$ cat src/rtl/uart_rx_deser_if.sv
// Signal bundle between the UART receive front end and the debug unit.
// The deserialiser uses the slave modport; the host/debug side uses master.
interface uart_rx_deser_if #(
  parameter int SIZE_TRAMA = 8
);
  logic                  i_rx;
  logic                  i_rx_reset;
  logic [SIZE_TRAMA-1:0] o_rx_data;
  logic                  o_rx_flag_ready;
  logic                  o_rx_overrun;
  logic                  o_frame_error;
  logic                  o_parity_error;

  modport slave (
    input  i_rx,
    input  i_rx_reset,
    output o_rx_data,
    output o_rx_flag_ready,
    output o_rx_overrun,
    output o_frame_error,
    output o_parity_error
  );

  modport master (
    output i_rx,
    output i_rx_reset,
    input  o_rx_data,
    input  o_rx_flag_ready,
    input  o_rx_overrun,
    input  o_frame_error,
    input  o_parity_error
  );
endinterface

$ cat src/rtl/uart_rx_deser.sv
// UART receive deserialiser with its own oversampling tick and a level ready flag.
// Optional parity check is compiled in with `define UART_RX_PARITY_EN (PARITY_ODD=1 selects odd).
module uart_rx_deser #(
  parameter int CLK_FREQ   = 50_000_000,
  parameter int BAUD_RATE  = 19_200,
  parameter int SIZE_TRAMA = 8,
  parameter int OVERSAMPLE = 16
`ifdef UART_RX_PARITY_EN
  ,
  parameter bit PARITY_ODD = 1'b0
`endif
) (
  input  logic           i_clk,
  input  logic           i_reset,
  uart_rx_deser_if.slave bus
);
  localparam int DIV = CLK_FREQ / (BAUD_RATE * OVERSAMPLE);
  localparam int TW  = (DIV > 1) ? $clog2(DIV) : 1;
  localparam int OSW = $clog2(OVERSAMPLE);
  localparam int BW  = (SIZE_TRAMA > 1) ? $clog2(SIZE_TRAMA) : 1;

  localparam logic [TW-1:0]  TICK_LAST = TW'(DIV - 1);
  localparam logic [OSW-1:0] OS_LAST   = OSW'(OVERSAMPLE - 1);
  localparam logic [OSW-1:0] OS_HALF   = OSW'(OVERSAMPLE / 2 - 1);
  localparam logic [BW-1:0]  BIT_LAST  = BW'(SIZE_TRAMA - 1);

  typedef enum logic [2:0] {
    ST_IDLE,
    ST_START,
    ST_DATA,
`ifdef UART_RX_PARITY_EN
    ST_PARITY,
`endif
    ST_STOP,
    ST_WAIT_IDLE
  } state_t;

  state_t                state_q, state_d;
  logic [1:0]            sync_q, sync_d;
  logic [TW-1:0]         tick_cnt_q, tick_cnt_d;
  logic [OSW-1:0]        os_cnt_q, os_cnt_d;
  logic [BW-1:0]         bit_cnt_q, bit_cnt_d;
  logic [SIZE_TRAMA-1:0] shift_q, shift_d;
  logic [SIZE_TRAMA-1:0] rx_data_q, rx_data_d;
  logic                  flag_q, flag_d;
  logic                  overrun_q, overrun_d;
  logic                  frame_err_q, frame_err_d;
`ifdef UART_RX_PARITY_EN
  logic                  parity_err_q, parity_err_d;
  logic                  par_bad_q, par_bad_d;
  logic                  parity_evt;
`endif

  logic rx_s;
  logic tick;
  logic sample_full;
  logic commit;
  logic frame_evt;

  always_comb begin
    rx_s        = sync_q[1];
    sync_d      = {sync_q[0], bus.i_rx};
    tick        = (tick_cnt_q == TICK_LAST);
    sample_full = tick && (os_cnt_q == OS_LAST);
    tick_cnt_d  = tick ? '0 : tick_cnt_q + 1'b1;
    os_cnt_d    = tick ? os_cnt_q + 1'b1 : os_cnt_q;
    state_d     = state_q;
    bit_cnt_d   = bit_cnt_q;
    shift_d     = shift_q;
    commit      = 1'b0;
    frame_evt   = 1'b0;
`ifdef UART_RX_PARITY_EN
    par_bad_d   = par_bad_q;
    parity_evt  = 1'b0;
`endif

    case (state_q)
      ST_IDLE: begin
        os_cnt_d = '0;
        if (!rx_s) begin
          // Realign the tick phase to the detected falling edge.
          state_d    = ST_START;
          tick_cnt_d = '0;
`ifdef UART_RX_PARITY_EN
          par_bad_d  = 1'b0;
`endif
        end
      end

      ST_START: begin
        if (tick && (os_cnt_q == OS_HALF)) begin
          os_cnt_d  = '0;
          bit_cnt_d = '0;
          state_d   = rx_s ? ST_IDLE : ST_DATA;
        end
      end

      ST_DATA: begin
        if (sample_full) begin
          os_cnt_d  = '0;
          shift_d   = {rx_s, shift_q[SIZE_TRAMA-1:1]};
          bit_cnt_d = bit_cnt_q + 1'b1;
          if (bit_cnt_q == BIT_LAST) begin
`ifdef UART_RX_PARITY_EN
            state_d = ST_PARITY;
`else
            state_d = ST_STOP;
`endif
          end
        end
      end

`ifdef UART_RX_PARITY_EN
      ST_PARITY: begin
        if (sample_full) begin
          os_cnt_d   = '0;
          parity_evt = (^shift_q) ^ rx_s ^ PARITY_ODD;
          par_bad_d  = parity_evt;
          state_d    = ST_STOP;
        end
      end
`endif

      ST_STOP: begin
        if (sample_full) begin
          os_cnt_d = '0;
          if (rx_s) begin
`ifdef UART_RX_PARITY_EN
            commit = !par_bad_q;
`else
            commit = 1'b1;
`endif
            state_d = ST_IDLE;
          end else begin
            frame_evt = 1'b1;
            state_d   = ST_WAIT_IDLE;
          end
        end
      end

      ST_WAIT_IDLE: begin
        os_cnt_d = '0;
        if (rx_s) state_d = ST_IDLE;
      end

      default: state_d = ST_IDLE;
    endcase

    // A clear loses to anything that is being set in the same cycle.
    rx_data_d   = rx_data_q;
    flag_d      = flag_q & ~bus.i_rx_reset;
    overrun_d   = overrun_q & ~bus.i_rx_reset;
    frame_err_d = (frame_err_q & ~bus.i_rx_reset) | frame_evt;
`ifdef UART_RX_PARITY_EN
    parity_err_d = (parity_err_q & ~bus.i_rx_reset) | parity_evt;
`endif
    if (commit) begin
      rx_data_d = shift_q;
      flag_d    = 1'b1;
      overrun_d = overrun_d | (flag_q & ~bus.i_rx_reset);
    end
  end

  always_ff @(posedge i_clk) begin
    if (i_reset) begin
      state_q      <= ST_IDLE;
      sync_q       <= '1;
      tick_cnt_q   <= '0;
      os_cnt_q     <= '0;
      bit_cnt_q    <= '0;
      shift_q      <= '0;
      rx_data_q    <= '0;
      flag_q       <= 1'b0;
      overrun_q    <= 1'b0;
      frame_err_q  <= 1'b0;
`ifdef UART_RX_PARITY_EN
      parity_err_q <= 1'b0;
      par_bad_q    <= 1'b0;
`endif
    end else begin
      state_q      <= state_d;
      sync_q       <= sync_d;
      tick_cnt_q   <= tick_cnt_d;
      os_cnt_q     <= os_cnt_d;
      bit_cnt_q    <= bit_cnt_d;
      shift_q      <= shift_d;
      rx_data_q    <= rx_data_d;
      flag_q       <= flag_d;
      overrun_q    <= overrun_d;
      frame_err_q  <= frame_err_d;
`ifdef UART_RX_PARITY_EN
      parity_err_q <= parity_err_d;
      par_bad_q    <= par_bad_d;
`endif
    end
  end

  assign bus.o_rx_data       = rx_data_q;
  assign bus.o_rx_flag_ready = flag_q;
  assign bus.o_rx_overrun    = overrun_q;
  assign bus.o_frame_error   = frame_err_q;
`ifdef UART_RX_PARITY_EN
  assign bus.o_parity_error  = parity_err_q;
`else
  assign bus.o_parity_error  = 1'b0;
`endif

endmodule

$ cat src/flat_wrapper.sv
// flat-port wrapper written by rule: the top's interface ports become plain ports
module uart_rx_deser_flat 
#(
  parameter int CLK_FREQ   = 50_000_000,
  parameter int BAUD_RATE  = 19_200,
  parameter int SIZE_TRAMA = 8,
  parameter int OVERSAMPLE = 16

)
  (i_clk, i_reset, bus_i_rx, bus_i_rx_reset, bus_o_rx_data, bus_o_rx_flag_ready, bus_o_rx_overrun, bus_o_frame_error, bus_o_parity_error);
  uart_rx_deser_if #(.SIZE_TRAMA(SIZE_TRAMA)) bus_i ();
  input  logic i_clk;
  input  logic i_reset;
  input wire logic [$bits(bus_i.i_rx)-1:0] bus_i_rx;
  input wire logic [$bits(bus_i.i_rx_reset)-1:0] bus_i_rx_reset;
  output wire logic [$bits(bus_i.o_rx_data)-1:0] bus_o_rx_data;
  output wire logic [$bits(bus_i.o_rx_flag_ready)-1:0] bus_o_rx_flag_ready;
  output wire logic [$bits(bus_i.o_rx_overrun)-1:0] bus_o_rx_overrun;
  output wire logic [$bits(bus_i.o_frame_error)-1:0] bus_o_frame_error;
  output wire logic [$bits(bus_i.o_parity_error)-1:0] bus_o_parity_error;
  assign bus_i.i_rx = bus_i_rx;
  assign bus_i.i_rx_reset = bus_i_rx_reset;
  assign bus_o_rx_data = bus_i.o_rx_data;
  assign bus_o_rx_flag_ready = bus_i.o_rx_flag_ready;
  assign bus_o_rx_overrun = bus_i.o_rx_overrun;
  assign bus_o_frame_error = bus_i.o_frame_error;
  assign bus_o_parity_error = bus_i.o_parity_error;
  uart_rx_deser #(.CLK_FREQ(CLK_FREQ), .BAUD_RATE(BAUD_RATE), .SIZE_TRAMA(SIZE_TRAMA), .OVERSAMPLE(OVERSAMPLE)) u_core (.i_clk(i_clk), .i_reset(i_reset), .bus(bus_i));
endmodule
$ cat config.mk
export PLATFORM = sky130hd
export DESIGN_NAME = uart_rx_deser_flat
export DESIGN_NICKNAME = d
export VERILOG_FILES = /design/src/rtl/uart_rx_deser_if.sv /design/src/rtl/uart_rx_deser.sv /design/src/flat_wrapper.sv
export SDC_FILE = /design/constraint.sdc
export NUM_CORES = 1
export LEC_CHECK = 0
export CAP_MARGIN = 25
export CORE_ASPECT_RATIO = 1.75
export CORE_UTILIZATION = 30
export CTS_BUF_LIST = sky130_fd_sc_hd__clkbuf_16
export CTS_CLUSTER_SIZE = 30
export DETAILED_ROUTE_END_ITERATION = 7
export GPL_TIMING_DRIVEN = 0
export SKIP_CTS_REPAIR_TIMING = 1
export SYNTH_ARGS = -nofsm -noshare
export SYNTH_HDL_FRONTEND = slang
export SYNTH_SLANG_ARGS = --single-unit
export TNS_END_PERCENT = 50
$ cat constraint.sdc
create_clock -name i_clk -period 3.2 [get_ports i_clk]
set_input_delay 0.96 -clock i_clk [delete_from_list [all_inputs] [get_ports i_clk]]
set_output_delay 0.96 -clock i_clk [all_outputs]
set_load 0.02 [all_outputs]
# --- After elaboration in Yosys (flattened, before gate mapping) ---
# Index checks and enable logic that the tools add are counted.
word_totals:
  register_bits: 39
  in_bits: 4
  out_inout_bits: 12
  elab_cells: 69
op_classes:
  add_sub_neg: 3
  eq_ne: 14
  n_mux: 27
  bitwise: 6
  n_reduce_logical: 9
op_table:
  columns: ["cell", "n"]
  rows:
  - ["$mux W3", 9]
  - ["$mux W8", 3]
  - ["$pmux W3 S5", 1]
  - ["$mux W4", 3]
  - ["$pmux W4 S3", 1]
  - ["$ne A2 B1 Y1 const B", 5]
  - ["$add A8 B1 Y8 const B", 1]
  - ["$eq A8 B8 Y1 const B", 1]
  - ["$mux W1", 8]
  - ["$eq A3 B2 Y1 const B", 2]
  - ["$eq A3 B3 Y1 const B", 2]
  - ["$pmux W3 S2", 1]
  - ["$reduce_and A6 Y1", 1]
  - ["$add A4 B1 Y4 const B", 1]
  - ["$eq A4 B3 Y1 const B", 1]
  - ["$eq A4 B4 Y1 const B", 1]
  - ["$reduce_or A2 Y1", 2]
  - ["$add A3 B1 Y3 const B", 1]
  - ["$and A1 B1 Y1", 3]
  - ["$eq A3 B1 Y1 const B", 1]
  - ["$logic_not A3 Y1", 1]
  - ["$reduce_and A3 Y1", 1]
  - ["$logic_and A1 B1 Y1", 2]
  - ["$mux W2", 1]
  - ["5 further kinds", 6]

# --- Logic depth before layout (Yosys ltp) ---
logic_depth:
  word_depth: 5
  ltp_mapped: 7
  mapped_depth_nobuf: 6

# --- Least setup slack after synthesis ---
# Ideal clock, no wire load.
synth_timing:
  path_kind: "in2reg"
  start: "in i_reset"
  end: "reg u_core.state_q[0]"
  setup_ps: 87
  arrival_ps: 1773
  t_required_ps: 3113
  slack_ps: 1340
  stages: 3
  n_path_buf: 0
  path_cell_list: "or4_1 > o41a_1 > o31ai_1"
synth_lines:
  columns: ["item", "line_no", "rtl"]
  rows:
  - ["start: declaration", "flat_wrapper.sv:13", "input logic i_reset;"]
  - ["end signal: assignment", "uart_rx_deser.sv:181", "state_q <= state_d;"]
  - ["end: declaration", "uart_rx_deser.sv:38", "state_t state_q, state_d;"]

# --- Worst setup path in the final report ---
layout_timing:
  start: "in i_reset"
  end: "reg u_core.shift_q[5]"
layout_lines:
  columns: ["item", "line_no", "rtl"]
  rows:
  - ["end signal: assignment", "uart_rx_deser.sv:186", "shift_q <= shift_d;"]
  - ["end: declaration", "uart_rx_deser.sv:43", "logic [SIZE_TRAMA-1:0] shift_q, shift_d;"]
# No word-level cell between the ends.

==> metrics.csv <==
stage,metric,value,unit
run_status,status,"finished, final reports clean",
timing,crit path time final,2350,ps
clocking,total CTS buffers,5,
finish,share of cells above drive strength 1,0.100,
critical_path,RR Startpoint,u_core.tick_cnt_q[0],
critical_path,R2R setup slack,1260,ps
yosys,Synth Area in Compound Gates,0.111,
critical_path,Worst EP required,3360,ps
clocking,Worst-Skew Late Latency,280,ps
yosys,Simple-Gate Fraction of Synth Area,0.231,
route,via count,1380,
floorplanning,# IOs,16,
yosys,mux contribution to synthesized area,0.0947,
power,maximum vdd drop,0.000327,V
critical_path,CP Class,in -> reg,
grt,largest net degree at the start of global routing,13,
floorplanning,row count,37,
critical_path,cells on worst reg2reg path,6,
yosys,post-synthesis register bit count,39,
grt,number of global-route vias before repair,1325,
yosys,xor/xnor cell area share of the yosys netlist,0.0439,
yosys,Post-synth EDFFs,0,
yosys,post-synthesis sequential area ratio,0.435,
critical_path,critical path arrival,2510,ps
route,via/cell ratio,4.79,
timing,RSZ-0062 raised after global routing,false,
power,Final Power,0.00111,W
yosys,syn nets,198,
critical_path,Worst Path Max Fanout,10,
route,first-pass iteration count of the detailed router,4,
grt,Total GRT Usage,0.130,
clocking,CTS Buffer Depth,2,
finish,Fillers,628,
placed_design,Port-buffer cells,14,
route,DRT iter0 DRCs,52,
yosys,Gate Count Post-Synth,188,
yosys,Yosys warning count,0,
critical_path,crit path capture type,flop,
floorplanning,Core ar.,0.00583,sq mm
clocking,register clock-pin slew on the reported worst setup and hold paths,60,ps
power,Leak,0.754,nW
route,remaining antenna violation count,0,
timing,Max Fclk,426,MHz
yosys,"Distinct cells, synth",46,
power,Sw Share,0.212,
finish,"most common cell after layout, fill and taps aside",dfxtp_1,
floorplanning,Die Width,60.5,um
critical_path,CP Launch Type,primary input,
critical_path,R2R Path End,u_core.shift_q[3],
yosys,largest family of logic cells by synthesized area,simple AND/OR/NAND/NOR gates,
grt,GRT overflow,0,
placed_design,placed instance count,280,
yosys,Synth Area in Adders,0.0418,
yosys,ys async rst share,0,
clocking,clock tree sinks,39,
worst_hold_path,Hold/Removal Path Class,reg -> reg,
floorplanning,Die ar.,0.00631,sq mm
finish,fin cells,288,
route,residual DRC count,0,
clocking,H-Tree Depth,2,
finish,"commonest non-fill, non-tap cells in the layout","39 x dfxtp_1, 30 x nor2_1, 17 x mux2i_1, 14 x clkdlybuf4s50_1, 8 x nand3_1",
worst_hold_path,Hold Path Depth,1,
floorplanning,Initial Util,0.308,
yosys,commonest register cell after synthesis,dfxtp_1,
worst_hold_path,hold path startpoint,u_core.sync_q[0],
grt,first-pass GRT wire length,6200,um
timing,Worst slew margin,0.491,
flow_run,max_cap viols,0,
timing,final slew viol count,0,
timing,Final Hold Violating Endpoints,0,
placed_design,dpl hpwl,2560,um
worst_hold_path,Worst Hold Path EP,u_core.sync_q[1],
placed_design,gpl congestion,0.784,
route,final wirelength,3620,um
yosys,Mapped Avg Cell Area,9.56,sq um
power,Comb power frac,0.044,
clocking,CTS tree,done,
timing,final setup vio count,0,
finish,Area Overhead vs Synth,22.4,%
route,drt wl/cell,12.6,um
timing,measured slew at the worst slew-check pin,745,ps
clocking,Clock Tree Root,clkbuf_16,
grt,initial antenna violation count,0,
finish,Nets,219,
power,Internal Power,0.000875,W
timing,clock skew,4.08,ps
timing,crit share post-route,0.733,
floorplanning,Die Y,104,um
power,cell area power density,505,mW/mm^2
power,Psw,0.000235,W
critical_path,Setup crit start,i_reset,
power,sequential power share,0.449,
timing,setup TNS,0,ps
yosys,Syn Std Cell Area,0.00180,sq mm
finish,# diodes,0,
power,Clk pwr share,0.507,
==> metrics by stage <==
step           instance area (sq um)  utilization  hold WS [ps]  setup WS [ps]
2_1_floorplan                   1800            -           389           1340
3_3_place_gp                    2030        0.349           393            530
3_5_place_dp                    2030        0.349           397            518
4_1_cts                         2200        0.377           411            802
5_1_grt                         2200        0.377           423            671
6_report                        2200        0.377           407            853
==> worst max path at each step <==
stage / to / slack [ps]
3_5_place_dp: u_core.bus.o_rx_data[3] / 520
5_1_grt: u_core.shift_q[5] / 670
3_3_place_gp: u_core.shift_q[3] / 530
4_1_cts: u_core.shift_q[5] / 800
2_1_floorplan: u_core.state_q[0] / 1340
6_report: u_core.shift_q[5] / 850
==> cell type report <==
type	count	area (sq um)	share of cell area
Buffer	10	63.8	0.0290
Clock buffer	5	125	0.0569
Clock inverter	3	38.8	0.0176
Inverter	3	11.3	0.00512
Multi-Input combinational cell	136	941	0.428
Sequential cell	39	781	0.355
Tap cell	78	97.6	0.0444
Timing Repair Buffer	14	140	0.0637
==> worst max-delay path, stage by stage <==
cell and delay, ps:
clkdlybuf4s50_1 600, clkbuf_1 450, clkbuf_1 400, nor2_1 100
==> metal layers <==
metal	wire length (um)	part of all wire	GRT usage	vias to the layer above
met2	1940	0.54	0.228	21
met3	109	0.030	0.0274	6
met1	1490	0.41	0.144	643
met5	0	0	0	-
met4	79	0.022	0.0584	0
li1	-	-	-	710
==> Yosys cell counts (3+ instances only) <==
cell type / number / area [sq um]
dfxtp_1: 39 / 781
a21oi_1: 7 / 35.0
xnor2_1: 3 / 26.3
ha_1: 6 / 75.1
nor3_1: 4 / 20.0
buf_6: 3 / 33.8
inv_1: 3 / 11.3
nand2_1: 5 / 18.8
nand3_1: 8 / 40.0
clkbuf_1: 6 / 22.5
o21ai_0: 4 / 20.0
xor2_1: 6 / 52.6
a211oi_1: 3 / 22.5
nand2b_1: 3 / 18.8
nor2b_1: 3 / 18.8
nor2_1: 30 / 113
mux2i_1: 17 / 170
nand3b_1: 3 / 22.5
==> state kept, by name (all words and copies together) (netlist names) <==
name                        cells
u_core.bus.o_rx_flag_ready      1
u_core.state_q                  3
u_core.os_cnt_q                 4
u_core.shift_q                  8
u_core.bus.o_rx_data            8
u_core.bus.o_frame_error        1
u_core.bit_cnt_q                3
u_core.tick_cnt_q               8
u_core.bus.o_rx_overrun         1
u_core.sync_q                   2
==> power by group through the flow <==
stage	clock, W	combinational [W]	sequential [W]
2_1_floorplan	0	0.0000353	0.000507
3_3_place_gp	0	0.0000485	0.000509
3_5_place_dp	0	0.0000489	0.000509
4_1_cts	0.000572	0.0000492	0.000498
5_1_grt	0.000594	0.0000543	0.000500
6_report	0.000562	0.0000489	0.000499
==> logic make-up (layout without fill, tap and decap cells) <==
family / Yosys count / count (layout)
flip-flops: 39 / 39
other: 1 / 1
multiplexers: 17 / 17
buffers and inverters: 13 / 35
XOR/XNOR: 9 / 9
AND/OR/NAND/NOR: 74 / 74
adder cells (fa/ha/maj): 6 / 6
AO/OA/AOI/OAI: 29 / 29
Note: power is estimated with default switching activity, not from simulation.
